==> config.mk <==
export PLATFORM = sky130hd
export DESIGN_NAME = qtable_en_decoder
export DESIGN_NICKNAME = d
export VERILOG_FILES = /design/src/rtl/qtable_pkg.sv /design/src/rtl/qtable_en_decoder_onehot_dec.sv /design/src/rtl/qtable_en_decoder.sv
export SDC_FILE = /design/constraint.sdc
export NUM_CORES = 1
export LEC_CHECK = 0
export ABC_CLOCK_PERIOD_IN_PS = 2300
export BUFFER_PORTS_ARGS = -buffer_cell sky130_fd_sc_hd__buf_2
export CAP_MARGIN = 40
export CORE_MARGIN = 3
export CORE_UTILIZATION = 30
export CTS_CLUSTER_SIZE = 20
export DETAILED_ROUTE_END_ITERATION = 10
export PLACE_DENSITY = 0.49
export SLEW_MARGIN = 10
export SYNTH_ARGS = -nofsm -noshare
export SYNTH_HDL_FRONTEND = slang
export SYNTH_SLANG_ARGS = --single-unit
==> constraint.sdc <==
create_clock -name clk -period 2.3 [get_ports clk]
set_input_delay 0.23 -clock clk [delete_from_list [all_inputs] [get_ports clk]]
set_output_delay 0.23 -clock clk [all_outputs]
set_load 0.05 [all_outputs]
==> src/rtl/qtable_pkg.sv <==
// rtl/qtable_pkg.sv - shared constants and FSM state type for the Q-table enable decoder
package qtable_pkg;

    // Default Q-table depth; the storage array uses the same constant.
    localparam int QT_N_EN = 15;

    typedef enum logic {
        IDLE  = 1'b0,
        SWEEP = 1'b1
    } qt_state_e;

endpackage

==> src/rtl/qtable_en_decoder_onehot_dec.sv <==
// rtl/qtable_en_decoder_onehot_dec.sv - combinational index to one-hot decoder with range flag
module onehot_dec #(
    parameter int N_EN = 15,
    parameter int AW   = $clog2(N_EN)
) (
    input  logic [AW-1:0]   idx,
    output logic [N_EN-1:0] onehot,
    output logic            in_range
);

    // Exact-match per bit so codes >= N_EN decode to all zeros, never to the top bit.
    always_comb begin
        onehot = '0;
        for (int i = 0; i < N_EN; i++) begin
            if (int'(idx) == i) begin
                onehot[i] = 1'b1;
            end
        end
    end

    assign in_range = (int'(idx) < N_EN);

endmodule

==> src/rtl/qtable_en_decoder.sv <==
// rtl/qtable_en_decoder.sv - request-driven one-hot enable decoder with sweep mode
module qtable_en_decoder
    import qtable_pkg::*;
#(
    parameter int N_EN = QT_N_EN,
    parameter int AW   = $clog2(N_EN),
    parameter bit HOLD = 1'b0
) (
    input  logic            clk,
    input  logic            rst_n,
    input  logic            req_valid,
    output logic            req_ready,
    input  logic [AW-1:0]   req_addr,
    input  logic            req_sweep,
    output logic [N_EN-1:0] en,
    output logic            busy,
    output logic            err,
    output logic            sweep_done
);

    localparam logic [AW-1:0] LAST_IDX = AW'(N_EN - 1);

    qt_state_e         state;
    logic [AW-1:0]     cnt;
    logic [AW-1:0]     dec_idx;
    logic [N_EN-1:0]   dec_onehot;
    logic              dec_in_range;
    logic              accept;

    assign req_ready = !busy;
    assign accept    = req_valid && req_ready;

    // One decoder serves both paths: in SWEEP it looks one step ahead of cnt.
    always_comb begin
        dec_idx = '0;
        if (state == SWEEP) begin
            dec_idx = cnt + AW'(1);
        end else if (!req_sweep) begin
            dec_idx = req_addr;
        end
    end

    onehot_dec #(
        .N_EN (N_EN),
        .AW   (AW)
    ) u_dec (
        .idx      (dec_idx),
        .onehot   (dec_onehot),
        .in_range (dec_in_range)
    );

    // cnt holds the index of the enable currently driven during a sweep.
    always_ff @(posedge clk or negedge rst_n) begin
        if (!rst_n) begin
            state      <= IDLE;
            cnt        <= '0;
            en         <= '0;
            busy       <= 1'b0;
            err        <= 1'b0;
            sweep_done <= 1'b0;
        end else begin
            err        <= 1'b0;
            sweep_done <= 1'b0;
            case (state)
                IDLE: begin
                    if (accept) begin
                        if (req_sweep) begin
                            state <= SWEEP;
                            busy  <= 1'b1;
                            cnt   <= '0;
                            en    <= dec_onehot;
                        end else begin
                            en  <= dec_in_range ? dec_onehot : '0;
                            err <= !dec_in_range;
                        end
                    end else if (!HOLD) begin
                        en <= '0;
                    end
                end
                SWEEP: begin
                    if (cnt == LAST_IDX) begin
                        state      <= IDLE;
                        busy       <= 1'b0;
                        cnt        <= '0;
                        en         <= '0;
                        sweep_done <= 1'b1;
                    end else begin
                        cnt <= cnt + AW'(1);
                        en  <= dec_onehot;
                    end
                end
                default: begin
                    state <= IDLE;
                end
            endcase
        end
    end

endmodule

# Word level (Yosys, flattened, before mapping)
# Cells that the tools add are included.
[word_totals] latchBits=0 rom_bits=0 reg_bits=23 mem_count=0 ramBits=0
[classes] muxes=39 n_shift=0 n_bitwise=1 multipliers=0 n_eq_ne=18 addsub=1 n_lt_le_gt_ge=1 div=0 n_reduce_logical=6
[ops] op="15-bit 2-to-1 mux" n=4
[ops] op="4-bit == test, second input constant" n=9
[ops] op="15-bit one-hot mux with 2 select lines" n=1
[ops] op="1-bit 2-to-1 mux" n=26
[ops] op="4-bit 2-to-1 mux" n=5
[ops] op="4-bit by 3-bit == test with 1-bit output, second input constant" n=4
[ops] op="4-bit by 2-bit == test with 1-bit output, second input constant" n=2
[ops] op="4-bit one-hot mux with 2 select lines" n=1
[ops] op="4-bit by 1-bit adder with 4-bit output, second input constant" n=1
[ops] op="4-bit zero test" n=1
[ops] op="4-bit less-than comparator, second input constant" n=1
[ops] op="2-bit != test, second input constant" n=2
[ops] op="1-bit one-hot mux with 2 select lines" n=2
[ops] op="3-bit AND reduction" n=1
[ops] op="1-bit zero test" n=2
[ops] op="2-bit by 1-bit != test with 1-bit output, second input constant" n=1
[ops] op="2-bit AND reduction" n=1
[ops] op="1-bit logical AND" n=1
[ops] op="1-bit inverter" n=1

# Logic depth before layout (Yosys ltp)
# Gate-level depths: netlist (run 1).
[depth] depth_word=8 ltp_mapped=6 depth_no_buf=5

# Cells and area by module
# A second synthesis (run 1) with hierarchy kept.
[hier_totals] hier_cells=101 hier_area_um2=1176.1
[modules_own_cells] module="qtable_en_decoder" cells_per_inst=81 instances=1 area_each_um2=947.2 seq_area_each_um2=575.6
[modules_own_cells] module="onehot_dec" cells_per_inst=20 instances=1 area_each_um2=229.0 seq_area_each_um2=0.0

# Worst setup path after synthesis (run 1)
# OpenSTA, ideal clock, no wires.
[synth_timing] path_kind="register to register" from="register busy" to="register en[12]" stages_incl_launch_ff=5 path_slack_ns=0.675 synth_period_minus_slack_ns=1.625 t_arrival_ns=1.483 cell_sequence="dfrtp_1 nor2b_2 o21ai_1 buf_2 a2111oi_2"
[synth_between] elab_chain_cells=4
[synth_rtl] element="from (decl)" line_no="qtable_en_decoder.sv:16" source="output logic busy,"
[synth_rtl] element="from (signal assigned)" line_no="qtable_en_decoder.sv:58" source="busy <= 1'b0;"
[synth_rtl] element="from (signal assigned)" line_no="qtable_en_decoder.sv:69" source="busy <= 1'b1;"
[synth_rtl] element="from (signal assigned)" line_no="qtable_en_decoder.sv:83" source="busy <= 1'b0;"
[synth_rtl] element="1-bit zero test" line_no="qtable_en_decoder.sv:30" source="assign req_ready = !busy;"
[synth_rtl] element="1-bit logical AND" line_no="qtable_en_decoder.sv:31" source="assign accept = req_valid && req_ready;"
[synth_rtl] element="15-bit 2-to-1 mux" line_no="qtable_en_decoder.sv:66" source="if (accept) begin"
[synth_rtl] element="15-bit one-hot mux with 2 select lines" line_no="qtable_en_decoder.sv:64" source="case (state)"
[synth_rtl] element="to (signal assigned)" line_no="qtable_en_decoder.sv:71" source="en <= dec_onehot;"
[synth_rtl] element="to (signal assigned)" line_no="qtable_en_decoder.sv:73" source="en <= dec_in_range ? dec_onehot : '0;"
[synth_rtl] element="to (signal assigned)" line_no="qtable_en_decoder.sv:89" source="en <= dec_onehot;"
[synth_rtl] element="to (decl)" line_no="qtable_en_decoder.sv:15" source="output logic [N_EN-1:0] en,"
# Every way passes these cells.
# A chain may end at the register's enable or synchronous reset.

# Worst setup path in the final report (run 1)
[layout_timing] from="register cnt[0]" to="register en[10]"
[layout_between] elab_chain_cells=8 word_cells_on_any_way=11
[layout_rtl] element="from (decl)" line_no="qtable_en_decoder.sv:24" source="logic [AW-1:0] cnt;"
[layout_rtl] element="from (signal assigned)" line_no="qtable_en_decoder.sv:88" source="cnt <= cnt + AW'(1);"
[layout_rtl] element="branches (longest 7 deep; another with 4-bit by 1-bit adder with 4-bit output)"
[layout_rtl] element="15-bit one-hot mux with 2 select lines (*)" line_no="qtable_en_decoder.sv:64"
# Mark *: on every way between the ends.

==> impl_metrics.ini, run 1 <==
[run_status]
status = finished clean

[worst_setup_path]
endpoint = en[10]
cp_cell_sequence = inv_1 -> ha_1 -> nand4_1 -> o21ai_1 -> buf_4 -> a2111oi_2
cp.depth = 6
cp_num_buf_inv = 2
end_kind = flop
crit_path_start = cnt[0]
arrival_ns = 2.01
cp_top_family = compound AO/OA/AOI/OAI gates
r2r_end = en[10]
r2r_setup_slack_ns = 0.45
crit_type = reg2reg
worst_r2r_path_depth = 6
crit_path_start_kind = flop
cpMaxStageDelayCell = dfrtp_1
crit_fanout = 9
worst_path_largest_cell_delay_ns = 0.48
crit_required_ns = 2.46
r2r-start = cnt[0]

[die]
ios = 27
design.die.area_mm2 = 0.00470
die_w_um = 68.5
coreArea_mm2 = 0.00372
initial_utilization = 0.316
rows = 22
die_y_um = 68.5

[clock_tree]
cts.sinks = 23
clkTransAtPathRegs_ns = 0.08
cts-root-buf = clkbuf_8
clk_latency_ns = 0.26
cts.htree.levels = 1
cts_tree = built
cts.path.max_buffers = 2
cts_buffers = 3

[yosys]
ys_seq_area_frac = 0.490
synth_ff_type = dfrtp_1
syn_avg_cell_area_um2 = 12.2
syn-num-nets = 106
ys_seq_elements = 23
synth_edf_count = 0
async_flop_share = 1.00
synth_cell_types = 41
syn_area_mm2 = 0.00117
yosys_warnings = 0
synthCells = 96

[timing]
grt_setup_unrepaired = false
timing.fmax_ghz = 0.540
relSlewSlack = 0.630
finalWorstSetupSlack_ns = 0.448
min_period_ns = 1.85
finalCritPeriodShare = 0.805
report.final.slew_viol_count = 0
finalSetupTns_ns = 0
finClkSkew_ns = 0.00444
tightest_slew_ns = 0.551
setup_viol = 0
final-hold-violation-count = 0

[global_routing]
grt_pass1_wl_um = 3910
grt_max_degree = 24
overflow = 0
antenna_found_initial = 0
grt_usage = 0.111
grt_pass1_vias = 827

[placement]
portBuffers = 26
dp_cells = 167
hpwl_um = 1770
dpl_cell_area_mm2 = 0.00134
gp_congestion = 0.773
preCtsSetupSlack_ns = 0.476

[power_and_ir_drop]
powerDensity_mw_per_mm2 = 1020
power_leakage_uw = 0.000652
ir_drop_mv = 0.401

[routing]
drc = 0
wl_um = 2340
vias_per_cell = 5.15
wl_per_cell_um = 13.6
antenna_left = 0
drt-initial-drc-count = 35
vias = 885
firstDrtPassIters = 5

[final_layout]
instances_no_fill = 172
layout-drive-gt1-share = 0.403
nNetsFinal = 135
diodes = 0
postLayoutCoreUtil = 0.375
postLayoutCellArea_mm2 = 0.00139
area_delta_synth_final_pct = 18.7

[min_path]
hold_class = in2reg

[job]
cap_violations = 0
placed cells by master (no fill, tap or decap), types with 2 or more instances in the layout:
master	count
inv_1	4
o21ai_0	3
and3b_1	2
ha_1	2
clkbuf_8	3
a211oi_1	3
o21ai_1	4
nand3_1	4
a21oi_1	2
buf_2	26
buf_4	2
o211ai_1	2
a2111oi_2	4
dfrtp_1	23
nor2_1	4
nand2_1	2
nor4_1	8
power breakdown:
part / leakage (µW) / internal [µW] / switching, µW
clock network: 0.0000255 / 121 / 126
registers: 0.000309 / 464 / 84.3
logic: 0.000317 / 223 / 397
total: 0.000652 / 808 / 607
cell usage after synthesis, drive strengths merged (2+ instances only):
cell | number | area (µm²)
dfrtp | 23 | 576
nor4 | 8 | 50.1
o21ai | 7 | 35.0
a2111oi | 5 | 87.6
buf | 5 | 42.5
nor2 | 5 | 21.3
inv | 4 | 15.0
nand3 | 4 | 20.0
a211oi | 3 | 22.5
a21oi | 2 | 10.0
a22o | 2 | 18.8
and3b | 2 | 17.5
ha | 2 | 25.0
nand2 | 2 | 7.51
nor4b | 2 | 23.8
o211ai | 2 | 15.0
stage by stage:
| stage | total power, µW | hold WS (ns) |
|---|---|---|
| 3_5_place_dp | 1170 | 0.232 |
| 4_1_cts | 1430 | 0.232 |
| 3_3_place_gp | 1150 | 0.231 |
| 6_report | 1410 | 0.238 |
| 5_1_grt | 1520 | 0.237 |
| 2_1_floorplan | 1050 | -0.0656 |
worst min path at each step:
stage                     start    end  slack [ns]  cells past startpoint
floorplan                 rst_n   busy       -0.07                      0
global placement          rst_n  en[4]        0.23                      1
detailed placement        rst_n  en[4]        0.23                      1
CTS                 req_addr[2]    err        0.23                      3
global route        req_addr[2]    err        0.24                      3
finish              req_addr[2]    err        0.24                      3
final cells by class:
cell class	count	area [µm²]
tap	48	60.1
multi-input combinational	64	541
fill	381	2320
clock inverter	1	5.00
inverter	4	15.0
sequential	23	576
timing repair buffer	29	155
clock buffer	3	41.3
layer usage:
layer / wire length, µm / global-route usage
met1: 1010 / 0.135
met4: 14 / 0.0372
met5: 0 / 0
met2: 1180 / 0.185
met3: 138 / 0.0340
worst reg2reg max path: stages (launching register included):
cell	delay [ns]
dfrtp_1	0.48
inv_1	0.12
ha_1	0.23
nand4_1	0.13
o21ai_1	0.22
buf_4	0.25
a2111oi_2	0.32
flip-flops by register name (all words and copies together), names as in the netlist:
| signal | count |
|---|---|
| busy | 1 |
| cnt | 4 |
| en | 15 |
| err | 1 |
| state | 1 |
| sweep_done | 1 |
kinds of logic (layout without fill, tap and decap cells):
| logic type | after synthesis | count (layout) | synth area share |
|---|---|---|---|
| buffers and inverters | 9 | 37 | 0.0490 |
| XOR/XNOR | 1 | 1 | 0.00746 |
| adder cells (fa/ha/maj) | 2 | 2 | 0.0213 |
| multiplexers | 2 | 2 | 0.0320 |
| AND/OR/NAND/NOR | 33 | 33 | 0.198 |
| flip-flops | 23 | 23 | 0.490 |
| AO/OA/AOI/OAI | 26 | 26 | 0.201 |
repair_timing:
| action | in CTS | in global routing |
|---|---|---|
| hold endpoints to repair | 23 | 0 |
| hold buffers | 1 | 0 |
| setup buffers | 0 | 0 |
| gates resized for setup | 0 | 0 |
Power figures use the tool's default switching activity.
==> inputs of run 2 (changes only) <==
--- a/config.mk
+++ b/config.mk
@@ -5,14 +5,14 @@
 export SDC_FILE = /design/constraint.sdc
 export NUM_CORES = 1
 export LEC_CHECK = 0
-export ABC_CLOCK_PERIOD_IN_PS = 2300
+export ABC_CLOCK_PERIOD_IN_PS = 1500
 export BUFFER_PORTS_ARGS = -buffer_cell sky130_fd_sc_hd__buf_2
 export CAP_MARGIN = 40
 export CORE_MARGIN = 3
 export CORE_UTILIZATION = 30
 export CTS_CLUSTER_SIZE = 20
 export DETAILED_ROUTE_END_ITERATION = 10
-export PLACE_DENSITY = 0.49
+export PLACE_DENSITY = 0.5
 export SLEW_MARGIN = 10
 export SYNTH_ARGS = -nofsm -noshare
 export SYNTH_HDL_FRONTEND = slang
==> constraint.sdc (replaced) <==
create_clock -name clk -period 1.5 [get_ports clk]
set_input_delay 0.15 -clock clk [delete_from_list [all_inputs] [get_ports clk]]
set_output_delay 0.15 -clock clk [all_outputs]
set_load 0.05 [all_outputs]
==> run 2 against run 1 <==
Compared with the run above: the flow now finishes with violations (negative setup slack); design area up 19%; non-clock buffer count up 12; global-route usage up 2.0 points; setup slack worse by 0.46 ns; hold slack worse by 0.078 ns; core utilization up 7.2 points; clock skew up 0.0044 ns; critical path type unchanged.
==> impl_metrics.ini, run 2 (synthesized netlist as in run 1, its figures left out) <==
[run_status]
status = complete, but fails checks
violations = negative setup slack

[worst_setup_path]
crit_required_ns = 1.65
crit_type = reg2reg
end_kind = flop
crit_path_start_kind = flop
crit_fanout = 8
arrival_ns = 1.67

[die]
initial_utilization = 0.316
rows = 22
die_y_um = 68.5
design.die.area_mm2 = 0.00470
coreArea_mm2 = 0.00372
ios = 27
die_w_um = 68.5

[routing]
firstDrtPassIters = 4
wl_um = 2880
antenna_left = 0
vias = 958
drc = 0
drt-initial-drc-count = 39
vias_per_cell = 5.15
wl_per_cell_um = 15.5

[final_layout]
fill_cells = 364
nNetsFinal = 149
regMostFlops = en
largest_reg_flops = 15
diodes = 0
final_cell_mix = buf_2 (26), dfrtp_1 (19), buf_4 (12)
multi_input_area_um2 = 688
area_delta_synth_final_pct = 41.4
layout-drive-gt1-share = 0.587
seq_area_um2 = 581
largestRegisters = en x15, cnt x4
mostFrequentLayoutCell = buf_2

[timing]
timing.fmax_ghz = 0.661
min_period_ns = 1.51
tightest_slew_ns = 0.500
relSlewSlack = 0.667
finalWorstSetupSlack_ns = -0.0125
finalCritPeriodShare = 1.01
report.final.slew_viol_count = 0
timing.hold.ws_ns = 0.160
finalSetupTns_ns = -0.0200
setup_viol = 2
final-hold-violation-count = 0
grt_setup_unrepaired = true
finClkSkew_ns = 0.00884

[clock_tree]
clkTransAtPathRegs_ns = 0.08
cts-root-buf = clkbuf_8
cts_tree = built
cts.path.max_buffers = 2
cts_buffers = 3
cts.htree.levels = 1
cts.sinks = 23
clk_latency_ns = 0.26

[job]
cap_violations = 0

[global_routing]
use_met1 = 0.156
grt_max_degree = 24
groute.layer.met2.usage = 0.225
grt_usage = 0.131
grt_pass1_wl_um = 4520
antenna_found_initial = 0
overflow = 0
top_usage_layer = met2
grt_pass1_vias = 942
grt_util_met3 = 0.0405

[power_and_ir_drop]
p_comb_frac = 0.539
seqPwrFrac = 0.318
netSwitchingFraction = 0.424
internal-power_uw = 1520
power_leakage_uw = 0.000732
powerDensity_mw_per_mm2 = 1590
switching_power_uw = 1120
ir_drop_mv = 0.842
p_clk_frac = 0.143

[placement]
portBuffers = 26
gp_congestion = 0.791
hpwl_um = 1870

[min_path]
hold_class = in2reg
run 2: worst max-delay path, stage by stage, from the launching register on:
cell and delay [ns]:
dfrtp_2 0.46, ha_4 0.19, xor2_2 0.18, a22o_4 0.29, a2111oi_2 0.28
run 2: final cells by class:
cell class                      count  share of cell area
Clock buffer                        4              0.0271
Inverter                            4             0.00905
Multi-Input combinational cell     66               0.415
Sequential cell                    23               0.350
Tap cell                           48              0.0362
Timing Repair Buffer               41               0.163
run 2: layer usage:
metal / part of all wire / routed length [µm]
met5: 0 / 0
met2: 0.52 / 1480
met4: 0.011 / 32
met1: 0.42 / 1200
met3: 0.057 / 164
run 2: final timing paths:
| path | slack [ns] | end | depth (start not counted) | startpoint |
|---|---|---|---|---|
| worst max-delay path | -0.01 | en[11] | 4 | cnt[1] |
| worst min-delay path | 0.16 | err | 3 | req_addr[2] |
| worst max register to register | -0.01 | en[11] | 4 | cnt[1] |
| worst min register to register | 0.55 | busy | 2 | busy |
| max in group asynchronous | 0.76 | cnt[0] | 2 | rst_n |
| min in group asynchronous | 0.38 | sweep_done | 2 | rst_n |
run 2: stage by stage:
stage               instances  total power [µW]   util  setup WS, ns  cell area [µm²]
floorplan                  96              1660      -       0.00649             1190
global placement          170              1850  0.370       -0.0115             1370
detailed placement        170              1870  0.370       -0.0895             1370
CTS                       182              2410  0.412       0.00903             1530
global route              186              2820  0.446        -0.102             1660
finish                    186              2640  0.446       -0.0125             1660
run 2: power groups by stage:
stage | sequential, µW | clock [µW] | combinational, µW
2_1_floorplan | 924 | 0 | 732
3_3_place_gp | 817 | 0 | 1030
3_5_place_dp | 825 | 0 | 1050
4_1_cts | 817 | 392 | 1200
5_1_grt | 858 | 429 | 1530
6_report | 841 | 377 | 1420
run 2: what timing repair did:
action,CTS,global route
pin swaps,5,10
hold buffers,1,0
setup buffers,5,5
endpoints found under the setup margin,14,16
gates resized for setup,7,14
cloned,2,0
hold endpoints to repair,23,0
==> inputs of run 3 (changes only) <==
--- a/config.mk
+++ b/config.mk
@@ -9,10 +9,10 @@
 export BUFFER_PORTS_ARGS = -buffer_cell sky130_fd_sc_hd__buf_2
 export CAP_MARGIN = 40
 export CORE_MARGIN = 3
-export CORE_UTILIZATION = 30
+export CORE_UTILIZATION = 47
 export CTS_CLUSTER_SIZE = 20
 export DETAILED_ROUTE_END_ITERATION = 10
-export PLACE_DENSITY = 0.5
+export PLACE_DENSITY = 0.73
 export SLEW_MARGIN = 10
 export SYNTH_ARGS = -nofsm -noshare
 export SYNTH_HDL_FRONTEND = slang
==> run 3 against run 2 <==
Compared with the run above: sequential share of layout area is 2.7 points lower; the run still ends with negative setup slack left; combinational power is 27% higher; design area is 8.4% higher; die area is 33% lower; via count is 5.0% higher; critical path depth is 1 higher; global-route usage is 3.4 points higher; highest routed layer unchanged; setup slack worse by 0.035 ns; register-to-register slack worse by 0.03 ns; first-iteration DRC count is 18% lower.
==> impl_metrics.ini, run 3 (synthesized netlist as in run 1, its figures left out) <==
[placement]
hpwl_um = 1790
dpl_cell_area_mm2 = 0.00138
gp_congestion = 0.880
portBuffers = 26

[job]
cap_violations = 0

[global_routing]
antenna_found_initial = 0
grt_pass1_wl_um = 4060
grt_pass1_vias = 874
grt_max_degree = 24
overflow = 0
grt_usage = 0.165

[timing]
tightest_slew_ns = 0.513
setup_viol = 8
relSlewSlack = 0.656
timing.fmax_ghz = 0.646
finalWorstSetupSlack_ns = -0.0472
final-hold-violation-count = 0
finClkSkew_ns = 0.00573
grt_setup_unrepaired = true
timing.hold.ws_ns = 0.0842
min_period_ns = 1.55
finalCritPeriodShare = 1.03
report.final.slew_viol_count = 0

[routing]
wl_per_cell_um = 20.0
wl_um = 3350
drt-initial-drc-count = 32
drc = 0
vias = 1006
firstDrtPassIters = 4
antenna_left = 0
vias_per_cell = 5.99

[clock_tree]
cts-root-buf = clkbuf_4
cts.sinks = 23
clk_latency_ns = 0.33
clkTransAtPathRegs_ns = 0.13
cts.path.max_buffers = 2
cts_tree = built
cts.htree.levels = 1
cts_buffers = 3

[power_and_ir_drop]
ir_drop_mv = 1.34
powerDensity_mw_per_mm2 = 1630
power_leakage_uw = 0.000771

[die]
rows = 17
design.die.area_mm2 = 0.00313
initial_utilization = 0.511
die_y_um = 56.0
ios = 27
die_w_um = 56.0
coreArea_mm2 = 0.00230

[final_layout]
final_cell_mix = buf_2 (26), dfrtp_1 (19), buf_4 (12)
postLayoutCellArea_mm2 = 0.00180
nNetsFinal = 151
largest_reg_flops = 15
multi_input_area_um2 = 850
mostFrequentLayoutCell = buf_2
regMostFlops = en
seq_area_um2 = 581
layout-drive-gt1-share = 0.650
diodes = 0
fill_cells = 135
area_delta_synth_final_pct = 53.3
largestRegisters = en x15, cnt x4

[worst_setup_path]
crit_path_start_kind = flop
worst_path_largest_cell_delay_ns = 0.47
crit_required_ns = 1.74
cp_cell_sequence = buf_6 -> and3_4 -> mux2i_4 -> buf_12 -> a2111oi_4
crit_fanout = 8
cp_num_buf_inv = 2
end_kind = flop
crit_type = reg2reg
arrival_ns = 1.78
cp_top_family = flip-flops
cpMaxStageDelayCell = dfrtp_2

[run_status]
violations = negative setup slack
status = complete, but fails checks

[min_path]
hold_class = in2reg
[run 3: cell count changes in the layout (fill, tap and decap cells not counted), moves of 2 or more]
cell,previous run,this run
buf_6,0,2
nor4_1,3,0
nor2_4,0,2
a2111oi_4,3,5
nor2_2,2,0
clkbuf_8,3,0
nor4_4,0,4
o21ai_2,0,2
nor4b_2,2,0
o21ai_1,4,1
clkbuf_4,0,3
a2111oi_2,2,0
nor4b_4,0,2
[run 3: metal layers]
layer,part of all wire,up-vias,global-route usage
li1,-,461,-
met1,0.40,498,0.196
met2,0.52,42,0.290
met3,0.063,5,0.0325
met4,0.016,0,0.0610
met5,0,-,0
[run 3: path summary, 6_finish.rpt]
kind	from	to	slack, ns	cells past startpoint
setup / recovery	cnt[0]	en[8]	-0.05	5
min in group asynchronous	rst_n	en[10]	0.30	2
setup reg to reg	cnt[0]	en[8]	-0.05	5
hold / removal	req_addr[2]	err	0.08	3
max in group asynchronous	rst_n	state	0.82	2
hold reg to reg	busy	busy	0.57	2
[run 3: timing repair]
| item | CTS | global route |
|---|---|---|
| gates cloned | 0 | 2 |
| hold endpoints to repair | 23 | 0 |
| gates resized for setup | 5 | 42 |
| endpoints found under the setup margin | 11 | 16 |
| hold buffers | 1 | 0 |
| pin swaps | 0 | 16 |
| buffers inserted | 1 | 8 |
[run 3: layout make-up]
| type | count | share of cell area |
|---|---|---|
| multi-input combinational | 66 | 0.472 |
| sequential | 23 | 0.323 |
| timing repair buffer | 43 | 0.163 |
| tap | 28 | 0.0195 |
| clock buffer | 4 | 0.0146 |
| inverter | 4 | 0.00834 |
[run 3: worst min-delay path, stage by stage]
cell,delay [ns]
buf_2,0.13
nand3_1,0.07
a211oi_1,0.04
[run 3: stage by stage]
stage | total power (µW) | instances | TNS [ns] | util | worst slack, ns
2_1_floorplan | 1660 | 96 | 0 | - | 0.00649
3_3_place_gp | 1860 | 154 | -0.0163 | 0.600 | -0.00696
3_5_place_dp | 1900 | 154 | -0.186 | 0.600 | -0.0708
4_1_cts | 2270 | 160 | -0.111 | 0.633 | -0.0294
5_1_grt | 3080 | 168 | -0.937 | 0.783 | -0.132
6_report | 2930 | 168 | -0.209 | 0.783 | -0.0472
[run 3: power breakdown]
part	switching (µW)	leakage (µW)	internal [µW]
sequential	111	0.000305	720
combinational	1050	0.000451	742
clock	202	0.0000150	105
total	1370	0.000771	1570
